`src/rtl/use_lane_sequencer.sv`:
```
// Sequences readout lane-mask changes: pause readout, drain, apply the mask,
// then hold the pause through a settle window before releasing.
module use_lane_sequencer #(
  parameter int unsigned SETTLE_CYCLES = 16,
  parameter int unsigned DRAIN_TIMEOUT = 1024
) (
  input  logic       clk,
  input  logic       reset,
  input  logic       dcs_lane_wr,
  input  logic [3:0] dcs_lane_data,
  input  logic       serial_lane_wr,
  input  logic [3:0] serial_lane_data,
  input  logic       readout_idle,
  input  logic       clear_err,
  output logic [3:0] use_lane,
  output logic [1:0] lane_src,
  output logic       readout_pause,
  output logic       busy,
  output logic       update_done,
  output logic       drain_timeout
);

  typedef enum logic [1:0] {
    S_IDLE   = 2'd0,
    S_DRAIN  = 2'd1,
    S_APPLY  = 2'd2,
    S_SETTLE = 2'd3
  } state_t;

  localparam logic [15:0] SETTLE_LAST = 16'(SETTLE_CYCLES - 1);
  localparam logic [15:0] DRAIN_LAST  = 16'(DRAIN_TIMEOUT - 1);

  state_t      state, next_state;
  logic [3:0]  dcs_reg, serial_reg, target;
  logic [1:0]  tsrc;
  logic [15:0] cnt;
  logic        drain_expired;
  logic        pause_d, busy_d, done_d;

  // DCS wins when non-zero, then SERIAL, else no lanes.
  always_comb begin
    target = 4'd0;
    tsrc   = 2'd0;
    if (dcs_reg != 4'd0) begin
      target = dcs_reg;
      tsrc   = 2'd2;
    end else if (serial_reg != 4'd0) begin
      target = serial_reg;
      tsrc   = 2'd1;
    end
  end

  assign drain_expired = (state == S_DRAIN) && !readout_idle && (cnt == DRAIN_LAST);

  always_ff @(posedge clk or posedge reset) begin
    if (reset) state <= S_IDLE;
    else       state <= next_state;
  end

  always_comb begin
    next_state = state;
    case (state)
      S_IDLE:   if (target != use_lane || tsrc != lane_src) next_state = S_DRAIN;
      S_DRAIN:  if (readout_idle || cnt == DRAIN_LAST) next_state = S_APPLY;
      S_APPLY:  next_state = S_SETTLE;
      S_SETTLE: if (cnt == SETTLE_LAST) next_state = S_IDLE;
      default:  next_state = S_IDLE;
    endcase
  end

  // Outputs are registered from next_state so they line up with the state register.
  always_comb begin
    pause_d = 1'b0;
    busy_d  = 1'b0;
    done_d  = 1'b0;
    if (next_state != S_IDLE) begin
      pause_d = 1'b1;
      busy_d  = 1'b1;
    end
    if (state == S_SETTLE && next_state == S_IDLE) done_d = 1'b1;
  end

  always_ff @(posedge clk or posedge reset) begin
    if (reset) begin
      dcs_reg       <= 4'd0;
      serial_reg    <= 4'd0;
      use_lane      <= 4'd0;
      lane_src      <= 2'd0;
      readout_pause <= 1'b0;
      busy          <= 1'b0;
      update_done   <= 1'b0;
      drain_timeout <= 1'b0;
      cnt           <= 16'd0;
    end else begin
      if (dcs_lane_wr)    dcs_reg    <= dcs_lane_data;
      if (serial_lane_wr) serial_reg <= serial_lane_data;
      readout_pause <= pause_d;
      busy          <= busy_d;
      update_done   <= done_d;
      if (drain_expired)  drain_timeout <= 1'b1;
      else if (clear_err) drain_timeout <= 1'b0;
      case (state)
        S_IDLE:   cnt <= 16'd0;
        S_DRAIN:  if (next_state == S_DRAIN) cnt <= cnt + 16'd1;
        S_APPLY: begin
          // Sampled here so strobes that landed during DRAIN are honoured.
          use_lane <= target;
          lane_src <= tsrc;
          cnt      <= 16'd0;
        end
        S_SETTLE: if (cnt != SETTLE_LAST) cnt <= cnt + 16'd1;
        default:  cnt <= 16'd0;
      endcase
    end
  end

endmodule

```
`config.mk`:
```
export PLATFORM = sky130hd
export DESIGN_NAME = use_lane_sequencer
export DESIGN_NICKNAME = d
export VERILOG_FILES = /design/src/rtl/use_lane_sequencer.sv
export SDC_FILE = /design/constraint.sdc
export NUM_CORES = 1
export LEC_CHECK = 0
export ABC_AREA = 1
export BUFFER_PORTS_ARGS = -buffer_cell sky130_fd_sc_hd__buf_2
export CELL_PAD_IN_SITES_DETAIL_PLACEMENT = 1
export CELL_PAD_IN_SITES_GLOBAL_PLACEMENT = 2
export CORE_MARGIN = 4
export CORE_UTILIZATION = 29
export DETAILED_ROUTE_END_ITERATION = 6
export PLACE_DENSITY_LB_ADDON = 0.2
export SETUP_SLACK_MARGIN = 0.2
export SLEW_MARGIN = 20
export SYNTH_ARGS = -nofsm -noshare
export SYNTH_HDL_FRONTEND = slang
export SYNTH_SLANG_ARGS = --single-unit
```
`constraint.sdc`:
```
create_clock -name clk -period 1.4 [get_ports clk]
set_input_delay 0.14 -clock clk [delete_from_list [all_inputs] [get_ports clk]]
set_output_delay 0.14 -clock clk [all_outputs]
set_load 0.05 [all_outputs]
```
# Word level (Yosys, flattened, before mapping)
# Cells that the tools add are included.
[word_totals]
register_bits = 35
latch_bits = 0
ram_bits = 0
mem_bits_ro = 0
in_bits = 14
out_inout_bits = 10
elab_cells = 50
mem_count = 0
[classes]
addsub = 1
n_mul = 0
n_div = 0
n_lt_le_gt_ge = 0
eq_ne = 11
shifts = 0
mux = 15
bitwise = 0
reduce_logical = 14
[op_table]
columns = ["operator", "n"]
rows = [
  ["$pmux W16 S3", 1],
  ["$mux W16", 2],
  ["$add A16 B1 Y16 const B", 1],
  ["$eq A16 B10 Y1 const B", 1],
  ["$eq A16 B4 Y1 const B", 1],
  ["$ne A16 B4 Y1 const B", 1],
  ["$mux W2", 4],
  ["$mux W4", 2],
  ["$pmux W2 S4", 1],
  ["$reduce_bool A4 Y1", 2],
  ["$mux W1", 5],
  ["$eq A2 B1 Y1 const B", 2],
  ["$eq A2 B2 Y1 const B", 2],
  ["$logic_not A2 Y1", 2],
  ["$ne A2 B1 Y1 const B", 2],
  ["$ne A4 B4 Y1", 1],
  ["$reduce_bool A2 Y1", 2],
  ["$logic_and A1 B1 Y1", 3],
  ["$logic_or A1 B1 Y1", 2],
  ["$ne A2 B2 Y1", 1],
  ["$reduce_and A2 Y1", 1],
  ["$reduce_or A2 Y1", 1],
  ["$logic_not A1 Y1", 1],
]

# Logic depth before layout (Yosys ltp)
# Gate-level depths: netlist of the first run.
[logic_depth]
ltp_word = 10
depth_mapped = 10
depth_no_buf = 10

# Worst setup path before layout of the first run
# No wires, ideal clock.
[synth_path]
kind = "register to register"
start = "register cnt[0]"
end = "register cnt[2]"
setup_time_ps = 126
arrival_time_ps = 1385
required_ps = 1274
setup_slack_ps = -111
path_stages_with_launch = 10
path_buffers = 1
period_less_slack_ps = 1511
cell_sequence = "dfrtp_1 ha_1 nand3_2 nor3_2 nand3_1 nand2_1 nand2_2 nand2_4 buf_6 o21ai_0"
[synth_via]
elab_chain_len = 7
elab_cells_between_ends = 15
cone_classes = "add/sub: 1; eq/ne: 6; mux: 6; reduce/logical: 2"
[synth_rtl]
columns = ["item", "line_no", "source"]
rows = [
  ["start: declaration", "36", "logic [15:0] cnt;"],
  ["start signal: assignment", "104", "S_DRAIN: if (next_state == S_DRAIN) cnt <= cnt + 16'd1;"],
  ["start signal: assignment", "111", "S_SETTLE: if (cnt != SETTLE_LAST) cnt <= cnt + 16'd1;"],
  ["$eq A16 B10 Y1", "64", "S_DRAIN: if (readout_idle || cnt == DRAIN_LAST) next_state = S_APPLY;"],
  ["$logic_or A1 B1 Y1", "64", ""],
  ["$mux W2", "64", ""],
  ["$pmux W2 S4", "62", "case (state)"],
  ["$eq A2 B1 Y1", "104", ""],
  ["$ne A2 B1 Y1 (no line)", "-", ""],
  ["$reduce_and A2 Y1 (no line)", "-", ""],
]
# Several ways; a longest one is shown, not always the timed one. The select of a mux whose other input is x is not followed.
# A chain may end at the register's enable or synchronous reset.

# Final worst setup path of the first run
[layout_path]
start = "register cnt[1]"
end = "register cnt[5]"
# The elaborated chain is that of the path after synthesis.

==> results of run 1 <==
-- area by class of cell --
type,count,area [um2],share of cell area (%)
Sequential cell,35,880,30.8
Multi-Input combinational cell,207,1100,38.5
Inverter,30,113,3.94
Timing Repair Buffer,75,557,19.5
Clock inverter,3,43.8,1.53
Clock buffer,5,68.8,2.41
Tap cell,77,96.3,3.37
-- metal layers --
metal | up-vias | track usage [%]
li1 | 1026 | -
met1 | 971 | 17.8
met2 | 18 | 27.2
met3 | 7 | 3.00
met4 | 0 | 4.59
met5 | - | 0
-- repair_timing --
| item | CTS | global route |
|---|---|---|
| gates cloned | 0 | 2 |
| pin swaps | 11 | 8 |
| setup endpoints to repair | 21 | 22 |
| resized for setup | 22 | 30 |
| setup buffers | 7 | 4 |
| endpoints found under the hold margin | 35 | 0 |
| hold buffers | 1 | 0 |
-- power breakdown --
| group | switching [mW] | total (mW) | internal, mW | leakage [nW] |
|---|---|---|---|---|
| clock network | 0.410 | 0.941 | 0.531 | 0.0581 |
| registers | 0.230 | 1.47 | 1.24 | 0.439 |
| logic | 1.31 | 2.16 | 0.849 | 0.949 |
| total | 1.95 | 4.57 | 2.62 | 1.45 |
-- path summary, 6_finish.rpt --
| kind | end | start | slack, ps | cells after the start |
|---|---|---|---|---|
| worst max-delay path | cnt[5] | cnt[1] | -200 | 8 |
| worst min-delay path | drain_timeout | clear_err | 30 | 2 |
| worst max register to register | cnt[5] | cnt[1] | -200 | 8 |
| worst min register to register | serial_reg[0] | serial_reg[0] | 560 | 2 |
| max in group asynchronous | lane_src[1] | reset | 550 | 4 |
| min in group asynchronous | serial_reg[3] | reset | 500 | 4 |
-- metrics by stage --
stage / utilization, % / power, mW / instances
after floorplan: - / 2.63 / 277
after global placement: 37.8 / 3.22 / 410
after detailed placement: 37.8 / 3.26 / 410
after CTS: 41.8 / 4.39 / 426
after global routing: 44.0 / 4.90 / 432
final: 44.0 / 4.57 / 432
-- cell usage in the layout, fill, tap and decap left out, types with 2 or more instances in the layout --
master    instances
a21oi_1           2
buf_2            23
buf_4            44
buf_6             5
clkbuf_8          5
dfrtp_1          32
dfrtp_2           3
inv_1            21
inv_2             8
nand2_1          84
nand2_2          11
nand3_1          19
nand3_2           4
nand4_1           4
nor2_1           28
nor2_2            8
nor2_4            3
nor3_4            2
o21ai_0          11
o21ai_1           5
o21ai_2           6
or2_2             3
xor2_1            9
-- logic make-up (layout without fill, tap and decap cells) --
group,count (synthesis),in the layout,synth area share [%]
buffers and inverters,35,113,7.75
flip-flops,35,35,44.1
adder cells (fa/ha/maj),1,1,0.630
multiplexers,1,1,0.567
AND/OR/NAND/NOR,170,170,36.3
XOR/XNOR,9,9,3.97
AO/OA/AOI/OAI,26,26,6.68
==> summary.txt, run 1 <==
status -> finished with violations
failing checks -> negative setup slack
Largest register FFs -> 16
mean post-synth cell area -> 7.17 um2
final wirelength -> 6.18 mm
post-route cell area -> 2860 um2
worst-skew pair later-pin latency -> 300 ps
Core ar. -> 6490 um2
post-synth cell types -> 27
Num CTS Buffers -> 5
die area -> 8230 um2
gpl congestion -> 0.762
metal2 WL -> 3.34 mm
Critical-path top delay cell -> dfrtp_1
DRC Markers -> 0
DRT Pass-1 Iters -> 4
top_reg_cell synth -> dfrtp_1
Post-synth EDFFs -> 0
ant diodes -> 0
top sig layer -> met4
most flop-heavy register -> cnt
CTS max path bufs -> 2
CTS Root Cell -> clkbuf_8
Pwr Density -> 1600 nW/um2
first-pass GRT wire length -> 9.95 mm
syn_nets -> 292
largest net degree at the start of global routing -> 36
most common cell in the synthesized netlist -> nand2_1
Synth top area share -> 44.1%
Slew headroom -> 68.2%
Worst Path Buf+Inv -> 2
Overall Global Routing Usage -> 15.1%
final count of pins violating max slew -> 0
number of synthesized register bits -> 35
crit path kind -> reg2reg
Core Rows -> 29
dpl hpwl -> 4.31 mm
Worst Skew -> 6.51 ps
leading area contributor after synthesis -> dfrtp_1
vias in the first global route -> 2,105
Die X -> 90.7 um
area delta synth->final -> 44.0%
worst slew pin tran -> 477 ps
Initial Util -> 30.6%
Fillers -> 810
share of cells above drive strength 1 -> 38.0%
Max-cap violations -> 0
Top-Level Pins -> 24
TNS Setup -> -3370 ps
Placement Cell Area -> 2460 um2
setup ws final -> -198 ps
Vias/cell -> 4.68
Tmin final -> 1600 ps
final hold vios -> 0
CTS tree -> done
final critical-path share of the clock period -> 114%
DR WL/cell -> 14.3 um
H-tree depth -> 2
met3 WL -> 137 um
max frequency -> 0.626 GHz
Starting DRT DRC Count -> 65
Hold Slack -> 30.7 ps
mapped cell area -> 1990 um2
M1 WL -> 2.62 mm
synthesized instance count -> 277
number of antenna violations at the first check in global routing -> 0
Pleak -> 1.45 nW
ANT nets after route -> 0
synth top area cells -> dfrtp_1, nand2_1, nor2_1
PortBufs -> 23
Async SR Flop Fraction -> 100%
most common library cells after synthesis -> nand2_1, nor2_1, dfrtp_1, inv_1, nand3_1
Vias -> 2,022
Startpoint Class -> register
Cell Chain, Critical Path -> ha_4, nand3_4, buf_4, nor2_4, nand4_1, nand2_4, clkbuf_16, o21ai_1
unrepaired setup endpoints after global routing -> yes
Hold Path Class -> in2reg
Critical Path RT -> 1590 ps
Die Ht -> 90.7 um
worst ir drop on vdd -> 0.507 mV
Placement Setup Slack -> -201 ps
CP delay by family, top -> simple AND/OR/NAND/NOR gates
clock-pin slew on the worst setup and hold paths -> 80 ps
Arr. time, crit path -> 1780 ps
clk sinks -> 35
Final #Nets -> 369
crit-path max FO -> 8
Seq/Total Area, Yosys -> 44.1%
GRT overflow -> 0
crit end category -> register
Worst path max stage delay -> 400 ps
yosys warns -> 0
Setup violations, final -> 20
No activity file was read; power rests on OpenSTA's default activity.
==> inputs of run 2 (changes only) <==
Settings changed: CAP_MARGIN from default to 20, SKIP_CTS_REPAIR_TIMING from default to 1.
==> run 2 against run 1 <==
Against the previous run: the run still ends with negative setup slack left; clock-buffer cell count is the same; first-iteration DRC count shrank 43%; clock power shrank 0.5%; critical endpoint is now cnt[2]; largest cell class unchanged; largest power group unchanged; highest routed layer unchanged.
==> summary.txt, run 2 (synthesis gave the netlist of run 1 again) <==
status -> finished with violations
failing checks -> negative setup slack
number of antenna violations at the first check in global routing -> 0
Startpoint Class -> register
Critical Path RT -> 1580 ps
clock-pin slew on the worst setup and hold paths -> 80 ps
final wirelength -> 5.81 mm
Die Ht -> 90.7 um
Pwr Density -> 1590 nW/um2
Slew headroom -> 67.4%
Core ar. -> 6490 um2
reg2reg start -> cnt[0]
post-route cell area -> 2730 um2
worst ir drop on vdd -> 0.508 mV
CTS max path bufs -> 2
DP Cell Count -> 410
final core utilization -> 42.0%
Top-Level Pins -> 24
Placement Cell Area -> 2460 um2
ANT nets after route -> 0
area of the multi-input gates -> 1050 um2
most common cell after layout, fill and taps aside -> nand2_1
CTS tree -> done
Max-cap violations -> 0
Critical-path top delay cell -> dfrtp_1
Cell Chain, Critical Path -> ha_4, nand3_4, nor2_1, nand4_1, nand2_4, buf_12, o21ai_0
first-pass GRT wire length -> 9.64 mm
largest net degree at the start of global routing -> 36
Core Rows -> 29
vias in the first global route -> 2,048
DRC Markers -> 0
PortBufs -> 23
most frequent cells in the layout -> nand2_1, buf_4, dfrtp_1
max frequency -> 0.664 GHz
Final #Nets -> 362
r2r worst-path depth -> 7
clk sinks -> 35
crit-path max FO -> 16
CP Depth -> 7
final hold vios -> 0
DR WL/cell -> 13.7 um
final count of pins violating max slew -> 0
Largest register FFs -> 16
Reg2Reg Setup Slack -> -100 ps
Arr. time, crit path -> 1680 ps
Die X -> 90.7 um
Overall Global Routing Usage -> 14.6%
gpl congestion -> 0.762
most flop-heavy register -> cnt
Fillers -> 830
Worst Path Buf+Inv -> 1
Vias/cell -> 4.63
ant diodes -> 0
Hold Path Class -> in2reg
Total Power -> 4.35 mW
dpl hpwl -> 4.31 mm
Pleak -> 1.40 nW
crit end category -> register
Finished Layout Cells -> 425
Placement Setup Slack -> -201 ps
worst hold start -> clear_err
H-tree depth -> 2
die area -> 8230 um2
setup ws final -> -105 ps
Hold Slack -> 29.3 ps
TNS Setup -> -1370 ps
Num CTS Buffers -> 5
area delta synth->final -> 37.5%
Worst path max stage delay -> 390 ps
CP delay by family, top -> simple AND/OR/NAND/NOR gates
unrepaired setup endpoints after global routing -> yes
r2r endpoint -> cnt[2]
Setup violations, final -> 18
share of cells above drive strength 1 -> 32.2%
final critical-path share of the clock period -> 107%
Worst Skew -> 11.0 ps
CTS Root Cell -> clkbuf_8
Tmin final -> 1500 ps
worst slew pin tran -> 490 ps
worst-skew pair later-pin latency -> 300 ps
Initial Util -> 30.6%
crit path kind -> reg2reg
Worst setup endpoint -> cnt[2]
Starting DRT DRC Count -> 37
register area -> 878 um2
Vias -> 1,969
GRT overflow -> 0
DRT Pass-1 Iters -> 3
launch point of the worst path -> cnt[0]
-- run 2: changes by cell type in the layout (fill, tap and decap cells not counted), moves of 2 or more --
cell,before,now
inv_1,21,24
o21ai_1,5,10
o21ai_2,6,0
inv_2,8,6
nand2_2,11,6
buf_6,5,2
nand2_1,84,89
buf_4,44,41
-- run 2: where the power goes --
group          total, mW  switching, mW  leakage, nW  internal (mW)
Combinational       1.96           1.23        0.898          0.733
Sequential          1.45          0.216        0.440           1.24
Clock              0.936          0.406       0.0581          0.531
-- run 2: final cells by class --
type | instances | share of cell area, %
sequential | 35 | 32.2
inverter | 30 | 4.12
timing repair buffer | 68 | 17.4
clock inverter | 3 | 1.60
clock buffer | 5 | 2.52
multi-input combinational | 207 | 38.6
tap | 77 | 3.53
-- run 2: worst register-to-register path, stage by stage, from the launching register on --
cell     delay, ps
dfrtp_1        390
ha_4           170
nand3_4        100
nor2_1         150
nand4_1        180
nand2_4        170
buf_12         150
o21ai_0         80
-- run 2: worst min path at each step --
stage,end,depth (start not counted)
2_1_floorplan,drain_timeout,1
3_3_place_gp,cnt[3],3
3_5_place_dp,cnt[3],3
4_1_cts,serial_reg[3],3
5_1_grt,drain_timeout,2
6_report,drain_timeout,2
-- run 2: routing by layer --
metal  vias up  part of all wire [%]  global-route usage, %  wire length [um]
met5         -                     0                      0                 0
met4         0                   1.3                   4.59                74
met3         6                   2.3                   3.00               134
met2        14                    53                   26.3              3100
met1       941                    43                   17.3              2510
li1       1008                     -                      -                 -
==> inputs of run 3 (changes only) <==
Settings changed: CORE_MARGIN 4 to 1.5.
==> run 3 against run 2 <==
Against the previous run: the run still ends with negative setup slack left; first-iteration DRC count grew 41%; flip-flop and latch count unchanged; clock-buffer cell count grew 2; register-to-register slack lost 140 ps; routed wire length rose by 3.7%; utilization increased by 1.5 points; design area rose by 3.5%.
==> summary.txt, run 3 (synthesis gave the netlist of run 1 again) <==
Largest register FFs -> 16
worst slew pin tran -> 476 ps
Critical-path top delay cell -> dfrtp_1
number of antenna violations at the first check in global routing -> 0
die area -> 7350 um2
worst ir drop on vdd -> 0.430 mV
Worst Path Buf+Inv -> 1
Max-cap violations -> 0
Pleak -> 1.47 nW
clk sinks -> 35
crit end category -> register
clock share of power -> 17.8%
GRT overflow -> 0
Fillers -> 830
CP delay by family, top -> simple AND/OR/NAND/NOR gates
Finished Layout Cells -> 428
Num CTS Buffers -> 5
final hold vios -> 0
final critical-path share of the clock period -> 118%
Arr. time, crit path -> 1840 ps
Setup violations, final -> 19
Slew headroom -> 68.3%
ant diodes -> 0
gpl congestion -> 0.757
clock-pin slew on the worst setup and hold paths -> 80 ps
switching share of power -> 44.1%
Critical Path RT -> 1590 ps
DP Cell Count -> 411
Vias/cell -> 4.66
final count of pins violating max slew -> 0
TNS Setup -> -4100 ps
part of the power in registers -> 33.1%
Core ar. -> 6490 um2
Hold Crit Depth -> 2
CTS max path bufs -> 2
DRT Pass-1 Iters -> 4
Tmin final -> 1650 ps
largest net degree at the start of global routing -> 36
max frequency -> 0.607 GHz
Die Ht -> 85.7 um
Die X -> 85.7 um
Starting DRT DRC Count -> 52
share of cells above drive strength 1 -> 35.6%
final wirelength -> 6.03 mm
Overall Global Routing Usage -> 17.0%
failing checks -> negative setup slack
first-pass GRT wire length -> 9.82 mm
PortBufs -> 23
final core utilization -> 43.5%
most flop-heavy register -> cnt
Startpoint Class -> register
Cell Chain, Critical Path -> ha_4, nand3_4, nor3_4, nand3_2, nand2_2, nand2_4, nand2_8, clkbuf_16, o21ai_2
most common cell after layout, fill and taps aside -> nand2_1
ANT nets after route -> 0
Core Rows -> 29
H-tree depth -> 2
DR WL/cell -> 14.1 um
Worst path max stage delay -> 400 ps
Total Power -> 4.40 mW
Hold Path Class -> in2reg
vias in the first global route -> 2,149
unrepaired setup endpoints after global routing -> yes
setup ws final -> -248 ps
r2r worst-path depth -> 9
Vias -> 1,996
CTS Root Cell -> clkbuf_8
dpl hpwl -> 4.24 mm
crit path kind -> reg2reg
status -> finished with violations
Top-Level Pins -> 24
most frequent cells in the layout -> nand2_1, buf_4, dfrtp_1
combinational power share -> 49.1%
Power Internal -> 2.46 mW
Final #Nets -> 365
crit-path max FO -> 8
DRC Markers -> 0
Initial Util -> 30.6%
Pwr Density -> 1560 nW/um2
P_sw -> 1.94 mW
worst-skew pair later-pin latency -> 290 ps
CP Depth -> 9
Worst Skew -> 9.68 ps
CTS tree -> done
area delta synth->final -> 42.3%
run 3: changes by cell type in the layout (fill, tap and decap cells not counted), moves of 3 or more:
cell     before  now
buf_4        41   38
nand2_4       1    4
buf_6         2    6
nand2_1      89   83
o21ai_1      10    3
o21ai_2       0    8
run 3: stage by stage:
| stage | worst slack (ps) | cell area, um2 | hold slack [ps] |
|---|---|---|---|
| finish | -248 | 2830 | 34.0 |
| global route | -359 | 2830 | 29.0 |
| CTS | -224 | 2560 | -33.8 |
| detailed placement | -203 | 2460 | 290 |
| global placement | -104 | 2460 | 282 |
| floorplan | -102 | 1990 | 239 |
run 3: layout make-up:
cell class / instances / area (um2) / area share (%)
Clock buffer: 7 / 86.3 / 3.06
Tap cell: 77 / 96.3 / 3.41
Timing Repair Buffer: 71 / 528 / 18.7
Inverter: 30 / 113 / 3.99
Clock inverter: 1 / 5.00 / 0.177
Sequential cell: 35 / 878 / 31.1
Multi-Input combinational cell: 207 / 1120 / 39.6
run 3: routing by layer:
| metal | track usage [%] | wire, um |
|---|---|---|
| met1 | 19.3 | 2590 |
| met2 | 32.3 | 3280 |
| met3 | 2.31 | 103 |
| met4 | 6.30 | 58 |
| met5 | 0 | 0 |
run 3: power groups by stage:
stage / logic (mW) / registers, mW / clock network (mW)
after CTS: 1.83 / 1.42 / 0.814
after floorplan: 0.858 / 1.77 / 0
final: 2.16 / 1.46 / 0.784
after detailed placement: 1.82 / 1.44 / 0
after global routing: 2.39 / 1.50 / 0.848
after global placement: 1.78 / 1.44 / 0
run 3: final timing paths:
| check | from | endpoint | slack [ps] |
|---|---|---|---|
| setup / recovery | cnt[1] | cnt[1] | -250 |
| setup reg to reg | cnt[1] | cnt[1] | -250 |
| max in group asynchronous | reset | cnt[4] | 540 |
| hold / removal | clear_err | drain_timeout | 30 |
| min in group asynchronous | reset | cnt[3] | 500 |
| hold reg to reg | serial_reg[0] | serial_reg[0] | 550 |
run 3: worst reg2reg max path, stage by stage, from the launching register on:
cell       delay (ps)
dfrtp_1           400
ha_4              170
nand3_4           110
nor3_4            240
nand3_2           110
nand2_2           100
nand2_4            70
nand2_8           110
clkbuf_16         180
o21ai_2            60
